<file path="src/rtl/note_scroller_if.sv">
// Chart-source handshake into the note scroller: the source offers a lane,
// and the scroller takes it on any cycle where valid and ready are both high.
interface note_scroller_if;
    logic       note_valid;
    logic [2:0] note_lane;
    logic       note_ready;

    modport master (output note_valid, output note_lane, input note_ready);
    modport slave  (input note_valid, input note_lane, output note_ready);
endinterface

</file>
<file path="src/rtl/note_scroller.sv">
// Rhythm-game note field: eight lanes scroll down seven rows on a prescaled tick.
// Key presses that land on the bottom row count as hits; notes that fall off it count as misses.
module note_scroller #(
    parameter int TICK_DIV = 2500000
) (
    input  logic             clk,
    input  logic             rst,
    input  logic             run,
    input  logic             clr,
    note_scroller_if.slave   note_if,
    input  logic [7:0]       key,
    output logic [191:0]     notesMap0,
    output logic [191:0]     notesMap1,
    output logic [191:0]     notesMap2,
    output logic [191:0]     notesMap3,
    output logic [191:0]     notesMap4,
    output logic [191:0]     notesMap5,
    output logic [191:0]     notesMap6,
    output logic             hit_pulse,
    output logic             miss_pulse,
    output logic [9:0]       hit_count,
    output logic [9:0]       miss_count
);
    localparam int            CW      = (TICK_DIV > 1) ? $clog2(TICK_DIV) : 1;
    localparam logic [CW-1:0] CNT_MAX = CW'(TICK_DIV - 1);

    logic [6:0][7:0] occ_q, occ_d;
    logic [7:0]      pend_q, pend_d;
    logic [CW-1:0]   cnt_q, cnt_d;
    logic [7:0]      ks1_q, ks1_d, ks2_q, ks2_d, kprev_q, kprev_d;
    logic            hit_pulse_q, hit_pulse_d, miss_pulse_q, miss_pulse_d;
    logic [9:0]      hit_cnt_q, hit_cnt_d, miss_cnt_q, miss_cnt_d;

    logic            tick;
    logic [7:0]      acc_mask, key_edge, hit_mask, miss_mask;
    logic [191:0]    pix [7];

    function automatic logic [3:0] popcount8(input logic [7:0] v);
        logic [3:0] n;
        n = '0;
        for (int i = 0; i < 8; i++) n = n + {3'b000, v[i]};
        return n;
    endfunction

    function automatic logic [9:0] sat_add(input logic [9:0] c, input logic [3:0] n);
        logic [10:0] s;
        s = {1'b0, c} + {7'b0, n};
        return (s > 11'd999) ? 10'd999 : s[9:0];
    endfunction

    assign note_if.note_ready = run;
    assign tick      = run && (cnt_q == CNT_MAX);
    assign acc_mask  = (run && note_if.note_valid) ? (8'd1 << note_if.note_lane) : 8'd0;
    assign key_edge  = ks2_q & ~kprev_q;
    // Hits are judged against the bottom row as it stood before any shift this cycle.
    assign hit_mask  = key_edge & occ_q[6];
    assign miss_mask = tick ? (occ_q[6] & ~hit_mask) : 8'd0;

    always_comb begin
        occ_d        = occ_q;
        pend_d       = pend_q;
        cnt_d        = cnt_q;
        ks1_d        = key;
        ks2_d        = ks1_q;
        kprev_d      = ks2_q;
        hit_pulse_d  = |hit_mask;
        miss_pulse_d = |miss_mask;
        hit_cnt_d    = sat_add(hit_cnt_q, popcount8(hit_mask));
        miss_cnt_d   = sat_add(miss_cnt_q, popcount8(miss_mask));

        if (!run) begin
            occ_d        = '0;
            pend_d       = '0;
            cnt_d        = '0;
            hit_pulse_d  = 1'b0;
            miss_pulse_d = 1'b0;
        end else if (tick) begin
            // A hit lane on the bottom row simply falls off with the shift.
            for (int r = 6; r > 0; r--) occ_d[r] = occ_q[r-1];
            occ_d[0] = pend_q | acc_mask;
            pend_d   = '0;
            cnt_d    = '0;
        end else begin
            occ_d[6] = occ_q[6] & ~hit_mask;
            pend_d   = pend_q | acc_mask;
            cnt_d    = cnt_q + CW'(1);
        end

        if (clr) begin
            hit_cnt_d  = '0;
            miss_cnt_d = '0;
        end
    end

    always_ff @(posedge clk or posedge rst) begin
        if (rst) begin
            occ_q        <= '0;
            pend_q       <= '0;
            cnt_q        <= '0;
            ks1_q        <= '0;
            ks2_q        <= '0;
            kprev_q      <= '0;
            hit_pulse_q  <= 1'b0;
            miss_pulse_q <= 1'b0;
            hit_cnt_q    <= '0;
            miss_cnt_q   <= '0;
        end else begin
            occ_q        <= occ_d;
            pend_q       <= pend_d;
            cnt_q        <= cnt_d;
            ks1_q        <= ks1_d;
            ks2_q        <= ks2_d;
            kprev_q      <= kprev_d;
            hit_pulse_q  <= hit_pulse_d;
            miss_pulse_q <= miss_pulse_d;
            hit_cnt_q    <= hit_cnt_d;
            miss_cnt_q   <= miss_cnt_d;
        end
    end

    // Each lane is an 8-column strip with a dark column either side of the note.
    for (genvar gi = 0; gi < 7; gi++) begin : g_row
        for (genvar gj = 0; gj < 8; gj++) begin : g_lane
            localparam logic [2:0] COLOUR = 3'((gj % 7) + 1);
            assign pix[gi][24*gj +: 24] = occ_q[gi][gj] ? {3'b000, {6{COLOUR}}, 3'b000} : 24'd0;
        end
    end

    assign notesMap0  = pix[0];
    assign notesMap1  = pix[1];
    assign notesMap2  = pix[2];
    assign notesMap3  = pix[3];
    assign notesMap4  = pix[4];
    assign notesMap5  = pix[5];
    assign notesMap6  = pix[6];
    assign hit_pulse  = hit_pulse_q;
    assign miss_pulse = miss_pulse_q;
    assign hit_count  = hit_cnt_q;
    assign miss_count = miss_cnt_q;
endmodule

</file>
<file path="src/flat_wrapper.sv">
// flat-port wrapper written by rule: the top's interface ports become plain ports
module note_scroller_flat 
#(
    parameter int TICK_DIV = 2500000
)
  (clk, rst, run, clr, key, notesMap0, notesMap1, notesMap2, notesMap3, notesMap4, notesMap5, notesMap6, hit_pulse, miss_pulse, hit_count, miss_count, note_if_note_valid, note_if_note_lane, note_if_note_ready);
  note_scroller_if note_if_i ();
  input  logic clk;
  input  logic rst;
  input  logic run;
  input  logic clr;
  input  logic [7:0] key;
  output logic [191:0] notesMap0;
  output logic [191:0] notesMap1;
  output logic [191:0] notesMap2;
  output logic [191:0] notesMap3;
  output logic [191:0] notesMap4;
  output logic [191:0] notesMap5;
  output logic [191:0] notesMap6;
  output logic hit_pulse;
  output logic miss_pulse;
  output logic [9:0] hit_count;
  output logic [9:0] miss_count;
  input wire logic [$bits(note_if_i.note_valid)-1:0] note_if_note_valid;
  input wire logic [$bits(note_if_i.note_lane)-1:0] note_if_note_lane;
  output wire logic [$bits(note_if_i.note_ready)-1:0] note_if_note_ready;
  assign note_if_i.note_valid = note_if_note_valid;
  assign note_if_i.note_lane = note_if_note_lane;
  assign note_if_note_ready = note_if_i.note_ready;
  note_scroller #(.TICK_DIV(TICK_DIV)) u_core (.clk(clk), .rst(rst), .run(run), .clr(clr), .note_if(note_if_i), .key(key), .notesMap0(notesMap0), .notesMap1(notesMap1), .notesMap2(notesMap2), .notesMap3(notesMap3), .notesMap4(notesMap4), .notesMap5(notesMap5), .notesMap6(notesMap6), .hit_pulse(hit_pulse), .miss_pulse(miss_pulse), .hit_count(hit_count), .miss_count(miss_count));
endmodule
</file>
<file path="config.mk">
export PLATFORM = sky130hd
export DESIGN_NAME = note_scroller_flat
export DESIGN_NICKNAME = d
export VERILOG_FILES = /design/src/rtl/note_scroller_if.sv /design/src/rtl/note_scroller.sv /design/src/flat_wrapper.sv
export SDC_FILE = /design/constraint.sdc
export NUM_CORES = 1
export LEC_CHECK = 0
export CAP_MARGIN = 20
export CORE_AREA = 5 5 539 541
export DETAILED_ROUTE_END_ITERATION = 10
export DIE_AREA = 0 0 544 546
export PLACE_DENSITY_LB_ADDON = 0.15
export SLEW_MARGIN = 5
export SYNTH_ARGS = -nofsm -noshare
export SYNTH_HDL_FRONTEND = slang
export SYNTH_SLANG_ARGS = --single-unit
</file>
<file path="constraint.sdc">
create_clock -name clk -period 6.7 [get_ports clk]
set_input_delay 1.34 -clock clk [delete_from_list [all_inputs] [get_ports clk]]
set_output_delay 1.34 -clock clk [all_outputs]
set_load 0.05 [all_outputs]
</file>
* After elaboration in Yosys (flattened, before gate mapping)
Cells that the tools add are included.
** Storage, ports and cells
- Register bits after elaboration :: 132
- Bits of input ports :: 16
- Output and inout bits :: 1367
- Word-level logic and storage cells :: 119
** Operators by class
- Add/subtract/negate cells :: 17
- Order comparisons :: 2
- Equality and inequality tests :: 2
- Shifts and indexed selects :: 1
- Mux-type cells :: 71
- Bitwise logic cells :: 6
- Reduce and logical (&&, ||, !) cells :: 4
** Operators by type and width (count)
- 21-bit 2-to-1 mux :: 28
- 20-bit 2-to-1 mux :: 14
- 19-bit 2-to-1 mux :: 14
- 56-bit 2-to-1 mux :: 1
- 4-bit by 1-bit adder with 4-bit output :: 12
- 48-bit 2-to-1 mux :: 1
- 22-bit 2-to-1 mux :: 2
- 10-bit 2-to-1 mux :: 4
- 8-bit 2-to-1 mux :: 5
- 8-bit AND :: 3
- 10-bit by 4-bit adder with 11-bit output :: 2
- 22-bit by 1-bit adder with 22-bit output, second input constant :: 1
- 22-bit equality test, second input constant :: 1
- 11-bit by 10-bit greater-than comparator with 1-bit output, second input constant :: 2
- 8-bit inverter :: 2
- 8-bit OR reduction :: 2
- 8-bit bitwise OR :: 1
- 1-bit by 3-bit left shift with 8-bit output, first input constant :: 1
- 1-bit by 1-bit adder with 2-bit output :: 2
- 1-bit logical AND :: 2
- 1-bit 2-to-1 mux :: 2
- 2-bit by 1-bit != test with 1-bit output, second input constant :: 1

* Logic depth before layout (Yosys ltp)
Gate-level depths: netlist (run 1).
- Depth in word-level cells :: 17
- Depth in mapped cells :: 21
- Mapped depth without buffers :: 20

* Worst setup path after synthesis (run 1)
No wires, ideal clock.
- Path kind :: input -> register
- From :: in run
- To :: reg u_core.miss_cnt_q[3] (netlist: u_core.miss_count[3])
- Setup time :: 0.120 ns
- Data arrival time :: 5.989 ns
- Data required time :: 6.580 ns
- Path slack :: 0.591 ns
- Cell stages on the path :: 16
- Buffers on the path :: 2
- Cell sequence :: clkbuf_1 and2_1 clkbuf_1 and3_1 ha_1 inv_1 fa_1 fa_1 fa_1 fa_1 inv_1 fa_1 a211oi_1 o21ai_0 a2111o_1 and3b_1
** On the way
- Cells in the longest elaborated chain, start to end :: 13
** RTL lines
- start, declared :: line flat_wrapper.sv:10 : input logic run;
- 1-bit logical AND * :: line note_scroller.sv:52 : assign tick = run && (cnt_q == CNT_MAX);
- 8-bit 2-to-1 mux * :: line note_scroller.sv:57 : assign miss_mask = tick ? (occ_q[6] & ~hit_mask) : 8'd0;
- 1-bit by 1-bit adder with 2-bit output :: line note_scroller.sv:41 : for (int i = 0; i < 8; i++) n = n + {3'b000, v[i]};
- 4-bit by 1-bit adder with 4-bit output (5 in a row) :: line note_scroller.sv:41
- 4-bit by 1-bit adder with 4-bit output * :: line note_scroller.sv:41
- 10-bit by 4-bit adder with 11-bit output * :: line note_scroller.sv:47 : s = {1'b0, c} + {7'b0, n};
- 11-bit by 10-bit greater-than comparator with 1-bit output :: line note_scroller.sv:48 : return (s > 11'd999) ? 10'd999 : s[9:0];
- 10-bit 2-to-1 mux * :: line note_scroller.sv:48
- 10-bit 2-to-1 mux * :: line note_scroller.sv:89 : if (clr) begin
- via u_core.miss_cnt_d[3] :: line note_scroller.sv:32 : logic [9:0] hit_cnt_q, hit_cnt_d, miss_cnt_q, miss_cnt_d;
- end signal, assigned :: line note_scroller.sv:117 : miss_cnt_q <= miss_cnt_d;
- end, declared :: line note_scroller.sv:32
Mark *: on every way through the listed nets, which the timed path passes. The rest lies on a longest branch.
A chain may end at the register's enable or synchronous reset.

* Worst setup path after layout (run 1)
- From :: reg u_core.cnt_q[14]
- To :: reg u_core.miss_cnt_q[3] (netlist: u_core.miss_count[3])
** On the way
- Cells in the longest elaborated chain, start to end :: 14
** RTL lines
- start, declared :: line note_scroller.sv:29 : logic [CW-1:0] cnt_q, cnt_d;
- start signal, assigned :: line note_scroller.sv:110 : cnt_q <= cnt_d;
- 22-bit equality test * :: line note_scroller.sv:52
- 1-bit logical AND * :: line note_scroller.sv:52
- 8-bit 2-to-1 mux * :: line note_scroller.sv:57
- 1-bit by 1-bit adder with 2-bit output :: line note_scroller.sv:41
- 4-bit by 1-bit adder with 4-bit output (5 in a row) :: line note_scroller.sv:41
- 4-bit by 1-bit adder with 4-bit output * :: line note_scroller.sv:41
- 10-bit by 4-bit adder with 11-bit output * :: line note_scroller.sv:47
- 11-bit by 10-bit greater-than comparator with 1-bit output :: line note_scroller.sv:48
- 10-bit 2-to-1 mux * :: line note_scroller.sv:48
- 10-bit 2-to-1 mux * :: line note_scroller.sv:89
- via u_core.miss_cnt_d[3] :: line note_scroller.sv:32
Marks and branches as above.

==> flow_summary.json, run 1 <==
{
  "muxShareOfSynthArea_pct": 0.2479,
  "synthCells": 1937,
  "clk_pin_slew_ps": 80,
  "r2r_cells": 17,
  "synth_top_family_by_area": "buffers and inverters",
  "cp_max_fo": 6,
  "die_w_um": 544,
  "cts_tree": "done",
  "grtUsageMet1_pct": 3.903,
  "min_period_ps": 6174,
  "drt_pass1_iterations": 4,
  "synth_top_area_cell": "buf_4",
  "instances_no_fill": 5806,
  "grt_max_degree": 82,
  "vias_per_cell": 1.640,
  "cap_violations": 0,
  "initial_core_util_pct": 5.676,
  "utilization_pct": 7.234,
  "rsz0062_at_grt": "false",
  "postCtsSetupBuffers": 0,
  "max_stage_delay_ps": 510,
  "track_usage_pct": 3.617,
  "finalCritPeriodShare_pct": 92.15,
  "synth.cell_area_um2": 16150,
  "grt_pass1_wl_um": 75760,
  "fp.dieH_um": 546,
  "synth_fa_ha_area_share_pct": 2.557,
  "cp.required_ps": 7110,
  "crit_cells": 17,
  "rr_endpoint": "u_core.miss_count[3]$_DFF_PP0_",
  "power.density_nw_per_um2": 142.3,
  "totalWireLength_um": 57960,
  "design.core.area_um2": 284500,
  "async_flop_share_pct": 100.0,
  "worstSetupEndpoint": "u_core.miss_count[3]$_DFF_PP0_",
  "grtUsageMet3_pct": 0.9200,
  "maxSlewHeadroom_pct": 28.58,
  "top_level_ports": 1383,
  "synth_compound_area_share_pct": 5.269,
  "ys_seq_area_share_pct": 20.46,
  "p_sw_mw": 1.598,
  "peakVddDrop_mv": 0.2091,
  "swShare_pct": 54.57,
  "synth.most_common_cell": "buf_4",
  "setup_viol": 0,
  "area_delta_synth_final_pct": 27.44,
  "comb_power_share_pct": 35.9,
  "final_hold_viol_count": 0,
  "clk_path_buf_depth": 2,
  "postCtsResizedCells": 0,
  "synth_edf_count": 0,
  "seqPwrFrac_pct": 27.7,
  "hold_class": "register to register",
  "cts_buffers": 17,
  "worstSetupStartpoint": "u_core.cnt_q[14]$_DFF_PP0_",
  "grt_pass1_vias": 9517,
  "nFillCells": 33398,
  "ctsHoldBuffers": 0,
  "drt_iter0_markers": 367,
  "holdWs_ps": 350.2,
  "htree_levels": 4,
  "synth.area.top_cells": "buf_4 (60%), dfrtp_1 (20%), nand2_1 (2.7%)",
  "power.share.clock_pct": 36.4,
  "ys.warnings.count": 0,
  "via_count": 9523,
  "worstPathArrival_ps": 6590,
  "yosys.area_share.simple_pct": 8.113,
  "path_common_cell": "fa_1",
  "met2_usage_pct": 6.761,
  "dp.cells": 5771,
  "hpwl_um": 47490,
  "ys.flop_type": "dfrtp_1",
  "numPortBuffers": 584,
  "grt_overflow": 0,
  "ys_seq_elements": 132,
  "critPathBufInv": 2,
  "skew_ps": 25.22,
  "worst_slew_pin_slew_ps": 1068,
  "cellInternalPower_mw": 1.330,
  "status": "finished, final reports clean",
  "row_count": 196,
  "die_area_um2": 297000,
  "r2r_slack_ps": 530,
  "critical_path.cell_chain": "or4b_1, or4_4, nor4_1, and2_1, and3_1, ha_1, inv_1, fa_1, fa_1, fa_1, fa_1, inv_1, fa_1, a211oi_1, o21ai_0, a2111o_1, and3b_1",
  "top_usage_layer": "met2",
  "synth_area_per_cell_um2": 8.337,
  "cts.sinks": 132,
  "drive_above_1_share_pct": 2.597,
  "clkLatencyLatePin_ps": 520,
  "max_freq_mhz": 162.0,
  "gp_congestion": 0.6311,
  "p_leak_nw": 7.785,
  "ant_nets": 0,
  "setup-tns-final_ps": 0,
  "timing.rr.start": "u_core.cnt_q[14]$_DFF_PP0_",
  "drv_slew": 0,
  "remaining_drc_errors": 0,
  "synthXorXnorAreaFrac_pct": 1.573,
  "netlist_top_cells_count": "buf_4 (1290), dfrtp_1 (132), nand2_1 (118)",
  "yosysTopAreaCellShare_pct": 59.97,
  "yosys.cell_types.count": 55,
  "startpoint_type": "register",
  "critPathSlowestCell": "or4b_1",
  "cts_root_buffer": "clkbuf_16",
  "fin_nets": 2071,
  "wl_per_cell_um": 9.982,
  "cpLargestDelayFamily": "adder cells",
  "critical_path_class": "register to register",
  "cp-end-kind": "register",
  "antenna_found_initial": 7
}
==> layout make-up <==
type,count,area (um^2),share of cell area (%)
repair buffers,596,5958,28.95
well taps,3762,4707,22.87
clock buffers,17,425.4,2.067
multi-input cells,1251,5876,28.55
diodes,3,7.507,0.03648
inverters,30,117.6,0.5715
flip-flops and latches,132,3303,16.05
clock inverters,15,183.9,0.8938
==> kinds of logic after synthesis <==
kind of cell             after synthesis
flip-flops                           132
other                                  1
buffers and inverters               1351
AND/OR/NAND/NOR                      274
XOR/XNOR                              29
adder cells (fa/ha/maj)               27
multiplexers                           4
AO/OA/AOI/OAI                        119
==> layer usage <==
| metal | routed length (um) | vias up |
|---|---|---|
| li1 | - | 4180 |
| met1 | 21390 | 4465 |
| met2 | 29930 | 853 |
| met3 | 5756 | 25 |
| met4 | 878 | 0 |
| met5 | 0 | - |
==> state kept, by name, summed over array words and instances (netlist names) <==
name               cells
u_core.cnt_q          22
u_core.hit_count      10
u_core.hit_pulse       1
u_core.kprev_d         8
u_core.kprev_q         8
u_core.ks1_q           8
u_core.miss_count     10
u_core.miss_pulse      1
u_core.occ_q          56
u_core.pend_q          8
==> how the worst min path moves through the flow <==
stage	start	to	slack, ps	cells after the start
finish	u_core.ks1_q[2]$_DFF_PP0_	u_core.kprev_d[2]$_DFF_PP0_	350	0
global route	u_core.ks1_q[4]$_DFF_PP0_	u_core.kprev_d[4]$_DFF_PP0_	370	0
CTS	u_core.ks1_q[2]$_DFF_PP0_	u_core.kprev_d[2]$_DFF_PP0_	350	0
detailed placement	u_core.ks1_q[2]$_DFF_PP0_	u_core.kprev_d[2]$_DFF_PP0_	340	0
global placement	u_core.ks1_q[2]$_DFF_PP0_	u_core.kprev_d[2]$_DFF_PP0_	340	0
floorplan	u_core.ks1_q[0]$_DFF_PP0_	u_core.kprev_d[0]$_DFF_PP0_	330	0
==> power groups by stage <==
stage | sequential (mW) | combinational [mW] | clock [mW]
floorplan | 0.825 | 1.37 | 0
global placement | 0.827 | 1.04 | 0
detailed placement | 0.827 | 1.04 | 0
CTS | 0.812 | 1.04 | 1.17
global route | 0.813 | 1.09 | 1.17
finish | 0.811 | 1.05 | 1.07
==> cells in the final DEF (no fill, tap or decap), types with 20 or more instances in the layout <==
cell,netlist,final
dfrtp_1,132,132
inv_1,30,29
nand3_1,32,32
a21oi_1,20,20
nand2_1,118,118
clkdlybuf4s50_1,0,583
a21boi_1,28,28
xnor2_1,23,23
a21boi_0,21,21
nor2_1,44,44
conb_1,1,798
==> through the flow <==
step	total power, mW	setup slack, ps	instance area, um^2
2_1_floorplan	2.192	591.4	19140
6_report	2.927	526.0	20580
3_5_place_dp	1.862	465.1	19960
4_1_cts	3.013	454.9	20570
5_1_grt	3.073	112.4	20580
3_3_place_gp	1.864	332.1	19960
No activity file was read; power rests on OpenSTA's default activity.
==> inputs of run 2 (changes only) <==
--- a/config.mk
+++ b/config.mk
@@ -7,6 +7,7 @@
 export LEC_CHECK = 0
 export CAP_MARGIN = 20
 export CORE_AREA = 5 5 539 541
+export CTS_CLUSTER_SIZE = 14
 export DETAILED_ROUTE_END_ITERATION = 10
 export DIE_AREA = 0 0 544 546
 export PLACE_DENSITY_LB_ADDON = 0.15
==> results of run 2 <==
No change in the layout: final DEF, timing and power equal those of run 1.
